<file path="src/rtl/mp_result_serializer.sv">
// Result serializer for mp_adder: captures one (OPERAND_WIDTH+1)-bit sum on iDone
// and streams it LS word first over a registered valid/ready interface.
module mp_result_serializer #(
  parameter int OPERAND_WIDTH = 128,
  parameter int WORD_WIDTH    = 32
) (
  input  logic                   iClk,
  input  logic                   iRst,
  input  logic                   iDone,
  input  logic [OPERAND_WIDTH:0] iRes,
  output logic [WORD_WIDTH-1:0]  oData,
  output logic                   oValid,
  input  logic                   iReady,
  output logic                   oLast,
  output logic                   oBusy,
  output logic                   oOverrun
);

  localparam int NUM_WORDS = (OPERAND_WIDTH + WORD_WIDTH) / WORD_WIDTH;
  localparam int BUF_W     = NUM_WORDS * WORD_WIDTH;
  localparam int IDX_W     = (NUM_WORDS > 1) ? $clog2(NUM_WORDS) : 1;
  localparam logic [IDX_W-1:0] LAST_IDX = IDX_W'(NUM_WORDS - 1);

  typedef enum logic {IDLE, SEND} state_t;

  state_t                r_state, w_state_nx;
  logic [BUF_W-1:0]      r_buf, w_buf_nx;
  logic [IDX_W-1:0]      r_idx, w_idx_nx;
  logic [WORD_WIDTH-1:0] r_data, w_data_nx;
  logic                  r_valid, w_valid_nx;
  logic                  r_last, w_last_nx;
  logic                  r_overrun, w_overrun_nx;

  logic [BUF_W-1:0]      w_pad;
  logic [IDX_W-1:0]      w_idx_inc;
  logic                  w_last_accept;

  always_comb begin
    w_pad = '0;
    w_pad[OPERAND_WIDTH:0] = iRes;
  end

  assign w_idx_inc     = r_idx + 1'b1;
  assign w_last_accept = (r_state == SEND) && iReady && (r_idx == LAST_IDX);

  always_ff @(posedge iClk) begin
    if (iRst) begin
      r_state   <= IDLE;
      r_buf     <= '0;
      r_idx     <= '0;
      r_data    <= '0;
      r_valid   <= 1'b0;
      r_last    <= 1'b0;
      r_overrun <= 1'b0;
    end else begin
      r_state   <= w_state_nx;
      r_buf     <= w_buf_nx;
      r_idx     <= w_idx_nx;
      r_data    <= w_data_nx;
      r_valid   <= w_valid_nx;
      r_last    <= w_last_nx;
      r_overrun <= w_overrun_nx;
    end
  end

  // r_buf holds only the words not yet presented; word 0 goes straight to r_data.
  always_comb begin
    w_state_nx   = r_state;
    w_buf_nx     = r_buf;
    w_idx_nx     = r_idx;
    w_data_nx    = r_data;
    w_valid_nx   = r_valid;
    w_last_nx    = r_last;
    w_overrun_nx = r_overrun;

    unique case (r_state)
      IDLE: begin
        if (iDone) begin
          w_buf_nx   = w_pad >> WORD_WIDTH;
          w_data_nx  = w_pad[WORD_WIDTH-1:0];
          w_idx_nx   = '0;
          w_valid_nx = 1'b1;
          w_last_nx  = (NUM_WORDS == 1);
          w_state_nx = SEND;
        end
      end
      SEND: begin
        if (w_last_accept) begin
          if (iDone) begin
            w_buf_nx  = w_pad >> WORD_WIDTH;
            w_data_nx = w_pad[WORD_WIDTH-1:0];
            w_idx_nx  = '0;
            w_last_nx = (NUM_WORDS == 1);
          end else begin
            w_buf_nx   = '0;
            w_data_nx  = '0;
            w_idx_nx   = '0;
            w_valid_nx = 1'b0;
            w_last_nx  = 1'b0;
            w_state_nx = IDLE;
          end
        end else begin
          if (iReady) begin
            w_data_nx = r_buf[WORD_WIDTH-1:0];
            w_buf_nx  = r_buf >> WORD_WIDTH;
            w_idx_nx  = w_idx_inc;
            w_last_nx = (w_idx_inc == LAST_IDX);
          end
          if (iDone) w_overrun_nx = 1'b1;
        end
      end
      default: w_state_nx = IDLE;
    endcase
  end

  assign oData    = r_data;
  assign oValid   = r_valid;
  assign oLast    = r_last;
  assign oBusy    = (r_state == SEND);
  assign oOverrun = r_overrun;

endmodule

</file>
<file path="config.mk">
export PLATFORM = sky130hd
export DESIGN_NAME = mp_result_serializer
export DESIGN_NICKNAME = d
export VERILOG_FILES = /design/src/rtl/mp_result_serializer.sv
export SDC_FILE = /design/constraint.sdc
export NUM_CORES = 1
export LEC_CHECK = 0
export ABC_AREA = 1
export CAP_MARGIN = 15
export CORE_MARGIN = 2
export CORE_UTILIZATION = 49
export DETAILED_ROUTE_END_ITERATION = 7
export PLACE_DENSITY = 0.86
export RECOVER_POWER = 25
export SETUP_SLACK_MARGIN = 0.4
export SLEW_MARGIN = 20
export SYNTH_ARGS = -nofsm -noshare
export SYNTH_HDL_FRONTEND = slang
export SYNTH_SLANG_ARGS = --single-unit
export TNS_END_PERCENT = 100
</file>
<file path="constraint.sdc">
create_clock -name iClk -period 1.8 [get_ports iClk]
set_clock_uncertainty 0.05 [all_clocks]
set_input_delay 0.36 -clock iClk [delete_from_list [all_inputs] [get_ports iClk]]
set_output_delay 0.36 -clock iClk [all_outputs]
set_load 0.02 [all_outputs]
</file>
# ---- After elaboration in Yosys (flattened, before gate mapping)
# Index checks and enable logic that the tools add are counted.
dict set report totals {
  input_bits 133
  register_bits 199
  out_inout_bits 36
}
dict set report op_classes {
  n_reduce_logical 5
  n_addsub 1
  eq_ne 6
  n_mux 25
  n_bitwise 2
}
# operator n
set op_table {}
lappend op_table {{two-way mux 160 bit} 3}
lappend op_table {{one-hot mux 160 bit (2 select lines)} 1}
lappend op_table {{two-way mux 32 bit} 4}
lappend op_table {{two-way mux 97 bit} 1}
lappend op_table {{one-hot mux 32 bit (2 select lines)} 1}
lappend op_table {{two-way mux 3 bit} 3}
lappend op_table {{two-way mux 1 bit} 8}
lappend op_table {{equality test 3 bit, second input constant} 2}
lappend op_table {{one-hot mux 1 bit (2 select lines)} 3}
lappend op_table {{one-hot mux 3 bit (2 select lines)} 1}
lappend op_table {{AND reduction 3 bit} 2}
lappend op_table {{inequality test 2 bit, second input constant} 2}
lappend op_table {{adder 3 x 1 -> 3 bit, second input constant} 1}
lappend op_table {{inequality test 3 x 2 -> 1 bit, second input constant} 1}
lappend op_table {{logical AND 1 bit} 2}
lappend op_table {{inequality test 2 x 1 -> 1 bit, second input constant} 1}
lappend op_table {{NOT 1 bit} 2}
lappend op_table {{AND reduction 2 bit} 1}

# ---- Depth between registers and ports, before layout
# Gate-level depths: netlist (run 1).
dict set report depth {
  depth_word 5
  mapped_depth 12
  mapped_depth_nobuf 10
}

# ---- Worst setup path before layout (run 1)
# OpenSTA, ideal clock, no wires.
dict set report synth_path {
  path_type {reg2reg}
  startpoint {register r_idx[0]}
  endpoint {register r_buf[64]}
  slack_ns 0.265
  synth_period_minus_slack_ns 1.535
  stages_incl_launch_ff 11
  path_buffers 3
  arrival_time_ns 1.415
  t_required_ns 1.680
  cell_sequence {dfxtp_1 inv_1 ha_1 nand2_1 o21bai_1 buf_2 buf_2 buf_6 nor2_1 nor2_1 a21oi_1}
}
dict set report synth_via {
  elab_chain_cells 4
  elab_cells_between_ends 6
  classes_between {eq/ne (2); mux (2); reduce/logical (2)}
}
# element line_no
set synth_rtl {}
lappend synth_rtl {{start, declared} 28} ;# logic [IDX_W-1:0] r_idx, w_idx_nx;
lappend synth_rtl {{start signal, assigned} 58} ;# r_idx <= w_idx_nx;
lappend synth_rtl {{equality test 3 bit (*)} 44} ;# assign w_last_accept = (r_state == SEND) && iReady && (r_idx == LAST_IDX);
lappend synth_rtl {{logical AND 1 bit (*)} 44}
lappend synth_rtl {{two-way mux 160 bit or inequality test 3 x 2 -> 1 bit (tied branches)} -}
lappend synth_rtl {{one-hot mux 160 bit (2 select lines) or AND reduction 2 bit (tied branches)} -}
lappend synth_rtl {{end signal, assigned} 57} ;# r_buf <= w_buf_nx;
lappend synth_rtl {{end, declared} 27} ;# logic [BUF_W-1:0] r_buf, w_buf_nx;
# Every way passes the cells marked *; elsewhere a longest branch is shown, timed or not.
# A chain may end at the register's enable or synchronous reset.

# ---- Worst setup path in the final report (run 1)
dict set report layout_path {
  startpoint {register r_idx[0]}
  endpoint {register r_buf[23]}
}
# The elaborated chain is that of the path after synthesis.

==> qor.yml, run 1 <==
timing:
  clock.fmax_mhz: 580
  final.min_clock_period_ns: 1.72
  slew_violations: 0
  setup_viol: 0
  rsz0062_at_grt: "true"
  slew_headroom_pct: 71.7
  setup_tns_ns: 0
  worstMarginPinSlew_ns: 0.425
  fin_ws_ns: 0.0763
  hold_viol_final: 0
  period_share_pct: 95.8
setup_path:
  cp.arrival_ns: 2.02
  timing.critical_path.mode_cell: "nand2_4"
  crit_path_top_delay_cell: "dfxtp_4"
  path_class: "flop to flop"
  worstSetupStartpointType: "flop"
  cpPeakStageDelay_ns: 0.36
  crit_path_max_fanout: 6
  required_ns: 2.09
  endpoint_kind: "flop"
  crit_chain: "inv_4, ha_4, nand2_4, nor2_4, nand2_4, nand2_8, buf_12, clkbuf_16, nand2_1, a21oi_1"
  regToRegSetupSlack_ns: 0.08
clocking:
  cts_max_level: 4
  cts.path.max_buffers: 2
  cts_buffers: 17
  hold_buffers: 0
  clockRootBuffer: "clkbuf_16"
  cts_tree: "built"
  clk_pin_slew_ns: 0.06
  worst_skew_pair.late_latency_ns: 0.43
  cts.sink_count: 136
routing:
  wl_per_cell_um: 18.1
  vias: 7832
  met1Wirelength_mm: 9.67
  vias_per_cell: 5.48
  drt-total-wl_mm: 25.9
  dr.pass1.iters: 6
  met2_length_mm: 12.0
  met3_length_mm: 2.52
  antenna_left: 0
  drc: 0
  drt_iter0_drc: 985
  top_layer: "met4"
synth:
  synth.net_count: 1172
  synth_cells: 1036
  synthDistinctLibCells: 19
  synth_seq_cells: 136
  yosys_warnings: 0
  ys_seq_area_share_pct: 41.8
  syn_area_per_cell_sq_um: 6.29
  syn_area_sq_um: 6520
run:
  maxCapViolations: 0
die:
  start_util_pct: 49.6
  die_height_um: 119
  io_pins: 169
  die_area_sq_um: 14200
  design.core.area_sq_um: 13100
  num_rows: 42
  dieWidth_um: 119
final_layout:
  areaGrowthSynthToFinish_pct: 58.5
  fin_nets: 1378
  fill_cells: 812
  diodes: 0
  finalInstanceArea_sq_um: 10300
  most-common-layout-cells: "inv_1, nand2_1, nor2_1"
  final_common_cell: "inv_1"
  fin_util_pct: 78.6
  drive_above_1_share_pct: 18.4
outcome:
  status: "complete, no violations"
power:
  power_leakage_nw: 4.86
  peakVddDrop_mv: 0.736
  p_per_area_nw_per_um2: 864
grt:
  grt_max_degree: 58
  grt_pass1_vias: 6855
  overflow: 0
  grt_util_all_layers_pct: 29.1
  antenna_found_initial: 0
  grt_pass1_wl_mm: 33.2
placed_design:
  place_congestion: 0.849
  dp_hpwl_mm: 11.7
  place_ws_ns: -0.175
  placed_area_sq_um: 8640
  port_buffers: 168
hold_path:
  hold_class: "primary input to flop"
-- repair_timing --
action                     CTS  global route
gates resized for setup    187           140
setup endpoints to repair  168           135
pin swaps                   17            55
gates cloned                11            15
setup buffers                9            12
-- kinds of logic (layout without fill, tap and decap cells) --
| family | Yosys count | after routing | share of synthesized area, % |
|---|---|---|---|
| AO/OA/AOI/OAI | 225 | 225 | 17.5 |
| XOR/XNOR | 1 | 1 | 0.134 |
| adder cells (fa/ha/maj) | 3 | 3 | 0.576 |
| buffers and inverters | 246 | 462 | 15.4 |
| flip-flops | 136 | 136 | 41.8 |
| AND/OR/NAND/NOR | 425 | 426 | 24.6 |
-- synthesized netlist by cell type --
master / count / area [sq um]
nor2_2: 1 / 6.26
a211oi_1: 2 / 15.0
buf_2: 15 / 75.1
xor2_1: 1 / 8.76
o21bai_1: 1 / 7.51
clkbuf_4: 1 / 7.51
buf_6: 3 / 33.8
nor2_1: 191 / 717
dfxtp_1: 136 / 2720
nand2_2: 2 / 12.5
o21ai_2: 1 / 8.76
o21ai_0: 119 / 596
a21oi_1: 102 / 510
nand2_1: 230 / 863
nand3_1: 1 / 5.00
clkbuf_1: 39 / 146
buf_4: 10 / 75.1
inv_1: 178 / 668
ha_1: 3 / 37.5
-- worst paths after layout --
| kind | from | to | cells past startpoint |
|---|---|---|---|
| max | r_idx[0] | r_buf[23] | 10 |
| min | iRes[7] | oData[7] | 3 |
| min reg2reg | oValid | oValid | 2 |
| max reg2reg | r_idx[0] | r_buf[23] | 10 |
-- cell type report --
class                      count  area [sq um]  share of cell area, %
multi-input combinational    655          3300                   32.0
timing repair buffer         254          2880                   27.9
sequential                   136          2730                   26.4
inverter                     178           671                   6.49
clock buffer                  27           513                   4.97
tap                          176           220                   2.13
clock inverter                 3          15.0                  0.145
-- layer usage --
| layer | GRT usage, % | up-vias |
|---|---|---|
| li1 | - | 3553 |
| met4 | 13.8 | 0 |
| met1 | 36.7 | 3529 |
| met2 | 47.6 | 589 |
| met5 | 0 | - |
| met3 | 6.03 | 161 |
-- power by group --
group	switching [mW]	leakage [nW]	internal [mW]	total, mW
clock	1.28	0.263	1.92	3.20
combinational	1.21	3.46	1.06	2.27
sequential	0.164	1.13	3.29	3.46
-- flip-flops by register name (all words and copies together), names as in the netlist --
name,cells
oOverrun,1
oBusy,1
r_idx,3
oLast,1
oData,32
r_buf,97
oValid,1
-- through the flow --
stage | std cells | total power [mW] | hold WS (ns)
2_1_floorplan | 1036 | 4.38 | 0.404
3_3_place_gp | 1352 | 5.11 | 0.403
3_5_place_dp | 1352 | 5.15 | 0.407
4_1_cts | 1402 | 8.39 | 0.436
5_1_grt | 1429 | 9.20 | 0.448
6_report | 1429 | 8.92 | 0.438
-- worst max-delay path: cells and delay by family, from the launching register on --
family                     cells  cell delay (ns)
AOI/OAI and AO/OA              1             0.20
and+or+nand+nor                5             0.54
DFF                            1             0.36
adders and majority gates      1             0.15
buffers and inverters          3             0.34
(Power assumes the default switching activity.)
==> run 2, diff against run 1 <==
--- a/config.mk
+++ b/config.mk
@@ -8,9 +8,10 @@
 export ABC_AREA = 1
 export CAP_MARGIN = 15
 export CORE_MARGIN = 2
-export CORE_UTILIZATION = 49
+export CORE_UTILIZATION = 40
 export DETAILED_ROUTE_END_ITERATION = 7
-export PLACE_DENSITY = 0.86
+export DONT_BUFFER_PORTS = 1
+export PLACE_DENSITY = 0.6
 export RECOVER_POWER = 25
 export SETUP_SLACK_MARGIN = 0.4
 export SLEW_MARGIN = 20
==> run 2 against run 1 <==
Clock power grew 8.1%. Clock-buffer cell count unchanged. Sequential power grew 2%. Register-to-register slack better by 0.14 ns. Hold slack lost 0.42 ns. Sequential cell count unchanged. Sequential share of layout area is 6.3 points higher. Maximum frequency rose by 8.8%. Via count is 24% lower. Combinational power is 36% lower. Critical path type unchanged.
==> qor.yml, run 2 (synthesis results as in run 1) <==
routing:
  met1Wirelength_mm: 9.29  # was 9.67 mm
  top_layer: "met4"  # unchanged
  met3_length_mm: 1.04  # was 2.52 mm
  antenna_left: 0  # unchanged
  met2_length_mm: 8.42  # was 12.0 mm
  drc: 0  # unchanged
  drt_iter0_drc: 419  # was 985
  dr.pass1.iters: 5  # was 6
  wl_per_cell_um: 15.0  # was 18.1 um
  vias: 5916  # was 7,832
  drt-total-wl_mm: 19.0  # was 25.9 mm
  vias_per_cell: 4.70  # was 5.48
timing:
  final.min_clock_period_ns: 1.58  # was 1.72 ns
  rsz0062_at_grt: "true"  # unchanged
  hold_viol_final: 0  # unchanged
  slew_headroom_pct: 38.3  # was 71.7%
  setup_viol: 0  # unchanged
  setup_tns_ns: 0  # unchanged
  period_share_pct: 88.0  # was 95.8%
  worstMarginPinSlew_ns: 0.922  # was 0.425 ns
  slew_violations: 0  # unchanged
  clock.fmax_mhz: 631  # was 580 MHz
final_layout:
  largest_reg_flops: 97  # unchanged
  fin_util_pct: 52.6  # was 78.6%
  areaGrowthSynthToFinish_pct: 28.1  # was 58.5%
  final_common_cell: "nand2_1"  # was inv_1
  drive_above_1_share_pct: 17.8  # was 18.4%
  fin_nets: 1170  # was 1,378
  top_register: "r_buf"  # unchanged
  most-common-layout-cells: "nand2_1, inv_1, nor2_1"  # was inv_1, nand2_1, nor2_1
  diodes: 0  # unchanged
die:
  start_util_pct: 41.0  # was 49.6%
  die_area_sq_um: 17300  # was 14,200 sq um
  die_height_um: 132  # was 119 um
  io_pins: 169  # unchanged
  num_rows: 46  # was 42
  design.core.area_sq_um: 15900  # was 13,100 sq um
  dieWidth_um: 132  # was 119 um
setup_path:
  endpoint_kind: "flop"  # unchanged
  worstSetupStartpointType: "flop"  # unchanged
  required_ns: 2.05  # was 2.09 ns
  regToRegSetupSlack_ns: 0.22  # was 0.08 ns
  crit_path_max_fanout: 6  # unchanged
  cp.arrival_ns: 1.84  # was 2.02 ns
  path_class: "flop to flop"  # unchanged
clocking:
  clk_pin_slew_ns: 0.06  # about the same
  cts_tree: "built"  # unchanged
  cts_max_level: 4  # unchanged
  cts.sink_count: 136  # unchanged
  cts_buffers: 17  # unchanged
  worst_skew_pair.late_latency_ns: 0.42  # was 0.43 ns
  cts.path.max_buffers: 2  # unchanged
  clockRootBuffer: "clkbuf_16"  # unchanged
grt:
  grt_max_degree: 62  # was 58
  antenna_found_initial: 0  # unchanged
  grt_pass1_vias: 5352  # was 6,855
  grt_pass1_wl_mm: 28.4  # was 33.2 mm
  overflow: 0  # unchanged
  grt_util_all_layers_pct: 20.3  # was 29.1%
run:
  maxCapViolations: 0  # unchanged
power:
  power_leakage_nw: 3.96  # was 4.86 nW
  peakVddDrop_mv: 0.694  # was 0.736 mV
  p_per_area_nw_per_um2: 1010  # was 864 nW/um^2
placed_design:
  port_buffers: 0  # was 168
  dp_hpwl_mm: 10.6  # was 11.7 mm
  place_congestion: 0.778  # was 0.849
outcome:
  status: "complete, no violations"  # unchanged
hold_path:
  hold_class: "primary input to flop"  # unchanged
==> run 2: final timing paths <==
check | depth (start not counted) | from | endpoint
min reg2reg | 2 | r_buf[9] | r_buf[9]
max reg2reg | 10 | r_idx[0] | r_buf[31]
max | 10 | r_idx[0] | r_buf[31]
min | 2 | iRes[88] | r_buf[56]
==> run 2: layer usage <==
metal,track usage [%],up-vias
met5,0,-
met2,30.4,139
met4,5.74,0
met3,5.67,13
met1,28.6,2637
li1,-,3127
==> run 2: cell type report <==
type / instances / area (sq um)
fill: 1621 / 7540
inverter: 178 / 671
multi-input combinational: 654 / 3290
clock inverter: 2 / 60.1
sequential: 136 / 2730
tap: 216 / 270
clock buffer: 27 / 523
timing repair buffer: 47 / 803
==> run 2: critical path, cell delays in order (launching register included) <==
cell and delay (ns):
dfxtp_4 0.34, inv_2 0.06, ha_4 0.14, nand2_4 0.07, o21bai_4 0.18, buf_12 0.13, buf_12 0.12, buf_16 0.15
nor2_4 0.04, nor2_2 0.11, a21oi_1 0.07
==> run 2: where the power goes <==
part / switching [mW] / internal, mW / total, mW / leakage (nW)
clock: 1.22 / 2.24 / 3.46 / 0.286
combinational: 0.850 / 0.598 / 1.45 / 2.54
sequential: 0.235 / 3.29 / 3.53 / 1.13
==> run 2: stage by stage <==
step | cells | hold slack, ns | setup slack (ns) | area, sq um | power [mW]
2_1_floorplan | 1036 | 0.404 | 0.312 | 6540 | 4.38
3_3_place_gp | 1200 | 0.376 | 0.177 | 6780 | 4.66
3_5_place_dp | 1200 | 0.379 | 0.131 | 6780 | 4.67
4_1_cts | 1247 | -0.0668 | 0.263 | 7730 | 8.30
5_1_grt | 1260 | 0.00381 | 0.139 | 8350 | 8.85
6_report | 1260 | 0.0160 | 0.215 | 8350 | 8.44
==> run 2: timing repair <==
action,4_1_cts,5_1_grt
resized for setup,28,121
pin swaps,6,45
endpoints found under the setup margin,134,135
setup buffers,13,3
cloned,5,9
hold endpoints to repair,17,17
==> run 3, diff against run 2 <==
--- a/config.mk
+++ b/config.mk
@@ -6,7 +6,7 @@
 export NUM_CORES = 1
 export LEC_CHECK = 0
 export ABC_AREA = 1
-export CAP_MARGIN = 15
+export CORE_ASPECT_RATIO = 0.75
 export CORE_MARGIN = 2
 export CORE_UTILIZATION = 40
 export DETAILED_ROUTE_END_ITERATION = 7
@@ -14,6 +14,7 @@
 export PLACE_DENSITY = 0.6
 export RECOVER_POWER = 25
 export SETUP_SLACK_MARGIN = 0.4
+export SKIP_CTS_REPAIR_TIMING = 1
 export SLEW_MARGIN = 20
 export SYNTH_ARGS = -nofsm -noshare
 export SYNTH_HDL_FRONTEND = slang
==> run 3 against run 2 <==
The run now ends with negative hold slack left. Clock-buffer cell count decreased by 2. Utilization is essentially flat. Register-to-register slack worse by 0.08 ns. Critical path depth shrank 4. Via count up 6.6%. Non-clock buffer count is 9 higher. Design area rose by 0.46%. Hold slack lost 0.074 ns. Sequential cell count unchanged. Maximum frequency shrank 4.5%. Combinational power increased by 3%. Clock power up 2%. Critical endpoint is now r_buf[20]. Largest cell class unchanged.
==> qor.yml, run 3 (synthesis results as in run 1) <==
hold_path:
  min_to: "oBusy"  # was r_buf[56]
  hold_class: "primary input to flop"  # unchanged
  hp-start: "iRst"  # was iRes[88]
  worst_hold_path.num_cells: 1  # was 2
timing:
  setup_viol: 0  # unchanged
  slew_violations: 0  # unchanged
  final.min_clock_period_ns: 1.66  # was 1.58 ns
  hold_viol_final: 17  # was 0
  slew_headroom_pct: 69.3  # was 38.3%
  worstMarginPinSlew_ns: 0.461  # was 0.922 ns
  clock.fmax_mhz: 602  # was 631 MHz
  holdWs_ns: -0.0579  # was 0.0160 ns
  setup_tns_ns: 0  # unchanged
  rsz0062_at_grt: "true"  # unchanged
  period_share_pct: 92.2  # was 88.0%
setup_path:
  rr_startpoint: "oBusy"  # was r_idx[0]
  endpoint_kind: "flop"  # unchanged
  cp-startpoint: "oBusy"  # was r_idx[0]
  path_class: "flop to flop"  # unchanged
  required_ns: 2.10  # was 2.05 ns
  crit_family: "buffers and inverters"  # unchanged
  reg2regPathDepth: 6  # was 10
  crit_path_max_fanout: 35  # was 6
  worstReg2RegEnd: "r_buf[20]"  # was r_buf[31]
  worstSetupStartpointType: "flop"  # unchanged
  crit_buf_inv: 2  # was 4
  cp.arrival_ns: 1.96  # was 1.84 ns
  crit_path_top_delay_cell: "dfxtp_4"  # unchanged
  regToRegSetupSlack_ns: 0.14  # was 0.22 ns
  cpPeakStageDelay_ns: 0.43  # was 0.34 ns
  crit_chain: "nand2_1, o21ai_4, buf_12, buf_6, o21ai_0, a21oi_2"  # was inv_2, ha_4, nand2_4, o21bai_4, buf_12, buf_12, buf_16, nor2_4, nor2_2, a21oi_1
clocking:
  cts.sink_count: 136  # unchanged
  cts_max_level: 4  # unchanged
  cts.path.max_buffers: 2  # unchanged
  worst_skew_pair.late_latency_ns: 0.42  # about the same
  cts_tree: "built"  # unchanged
  clockRootBuffer: "clkbuf_16"  # unchanged
  cts_buffers: 17  # unchanged
  clk_pin_slew_ns: 0.06  # about the same
routing:
  dr.pass1.iters: 5  # unchanged
  wl_per_cell_um: 16.1  # was 15.0 um
  antenna_left: 0  # unchanged
  vias: 6308  # was 5,916
  drt_iter0_drc: 390  # was 419
  drc: 0  # unchanged
  vias_per_cell: 4.98  # was 4.70
  drt-total-wl_mm: 20.4  # was 19.0 mm
final_layout:
  diodes: 0  # unchanged
  final_cells: 1266  # was 1,260
  drive_above_1_share_pct: 17.0  # was 17.8%
  fin_util_pct: 52.5  # was 52.6%
  fin_nets: 1179  # was 1,170
  areaGrowthSynthToFinish_pct: 28.7  # was 28.1%
  final_common_cell: "nand2_1"  # unchanged
  most-common-layout-cells: "nand2_1, inv_1, nor2_1"  # unchanged
  fill_cells: 1611  # was 1,621
  largest_reg_flops: 97  # unchanged
  top_register: "r_buf"  # unchanged
  finalInstanceArea_sq_um: 8390  # was 8350 sq um
die:
  io_pins: 169  # unchanged
  dieWidth_um: 151  # was 132 um
  start_util_pct: 40.8  # was 41.0%
  die_height_um: 115  # was 132 um
  design.core.area_sq_um: 16000  # was 15,900 sq um
  die_area_sq_um: 17300  # about the same
  num_rows: 40  # was 46
grt:
  antenna_found_initial: 0  # unchanged
  grt_pass1_vias: 5651  # was 5,352
  grt_util_all_layers_pct: 19.6  # was 20.3%
  grt_max_degree: 120  # was 62
  overflow: 0  # unchanged
  grt_pass1_wl_mm: 27.0  # was 28.4 mm
placed_design:
  place_congestion: 0.740  # was 0.778
  placed_area_sq_um: 6730  # was 6780 sq um
  port_buffers: 0  # unchanged
  dp_cells: 1192  # was 1,200
  dp_hpwl_mm: 10.6  # about the same
power:
  power_leakage_nw: 3.98  # was 3.96 nW
  p_per_area_nw_per_um2: 1020  # was 1010 nW/um^2
  total_power_mw: 8.56  # was 8.44 mW
  peakVddDrop_mv: 0.502  # was 0.694 mV
run:
  maxCapViolations: 0  # unchanged
outcome:
  status: "finished with violations"  # was complete, no violations
  violations: "negative hold slack"
## run 3: cell types whose count changed in the layout (fill, tap and decap cells not counted), moves of 4 or more
| cell | previous run | this run |
|---|---|---|
| buf_8 | 1 | 6 |
| clkbuf_16 | 23 | 31 |
| nand2_2 | 24 | 14 |
| nand2_1 | 187 | 210 |
| buf_16 | 6 | 2 |
| a21oi_1 | 77 | 70 |
| nor2_2 | 21 | 26 |
| nand2_4 | 19 | 8 |
| a21oi_2 | 25 | 32 |
## run 3: where the power goes
group          switching [mW]  internal [mW]  total [mW]
registers               0.233           3.29        3.52
logic                   0.868          0.622        1.49
clock network            1.33           2.22        3.54
total                    2.43           6.13        8.56
## run 3: worst register-to-register path: stages (launching register included)
cell and delay [ns]:
dfxtp_4 0.43, nand2_1 0.20, o21ai_4 0.13, buf_12 0.20, buf_6 0.29, o21ai_0 0.15, a21oi_2 0.14
## run 3: final cells by class
type,instances,area [sq um],area share [%]
inverter,178,671,8.00
clock buffer,25,505,6.03
clock inverter,7,90.1,1.07
sequential,136,2730,32.6
tap,210,263,3.13
multi-input combinational,654,3170,37.8
timing repair buffer,56,958,11.4
## run 3: metal layers
layer / global-route usage, % / vias to the layer above / wire (um)
met5: 0 / - / 0
met4: 6.17 / 0 / 326
met3: 7.65 / 26 / 1750
met2: 30.9 / 183 / 9680
met1: 24.7 / 2951 / 8650
li1: - / 3148 / -
## run 3: worst max path at each step
stage / end / depth (start not counted) / slack (ns)
after floorplan: r_buf[15] / 9 / 0.31
after global placement: oData[14] / 8 / 0.19
after detailed placement: r_buf[42] / 7 / 0.17
after CTS: r_buf[51] / 7 / 0.15
after global routing: r_buf[7] / 8 / 0.08
final: r_buf[20] / 6 / 0.14
## run 3: metrics by stage
stage / hold slack (ns) / worst slack, ns
2_1_floorplan: 0.404 / 0.312
3_3_place_gp: 0.375 / 0.188
3_5_place_dp: 0.378 / 0.172
4_1_cts: -0.0767 / 0.150
5_1_grt: -0.0786 / 0.0754
6_report: -0.0579 / 0.140
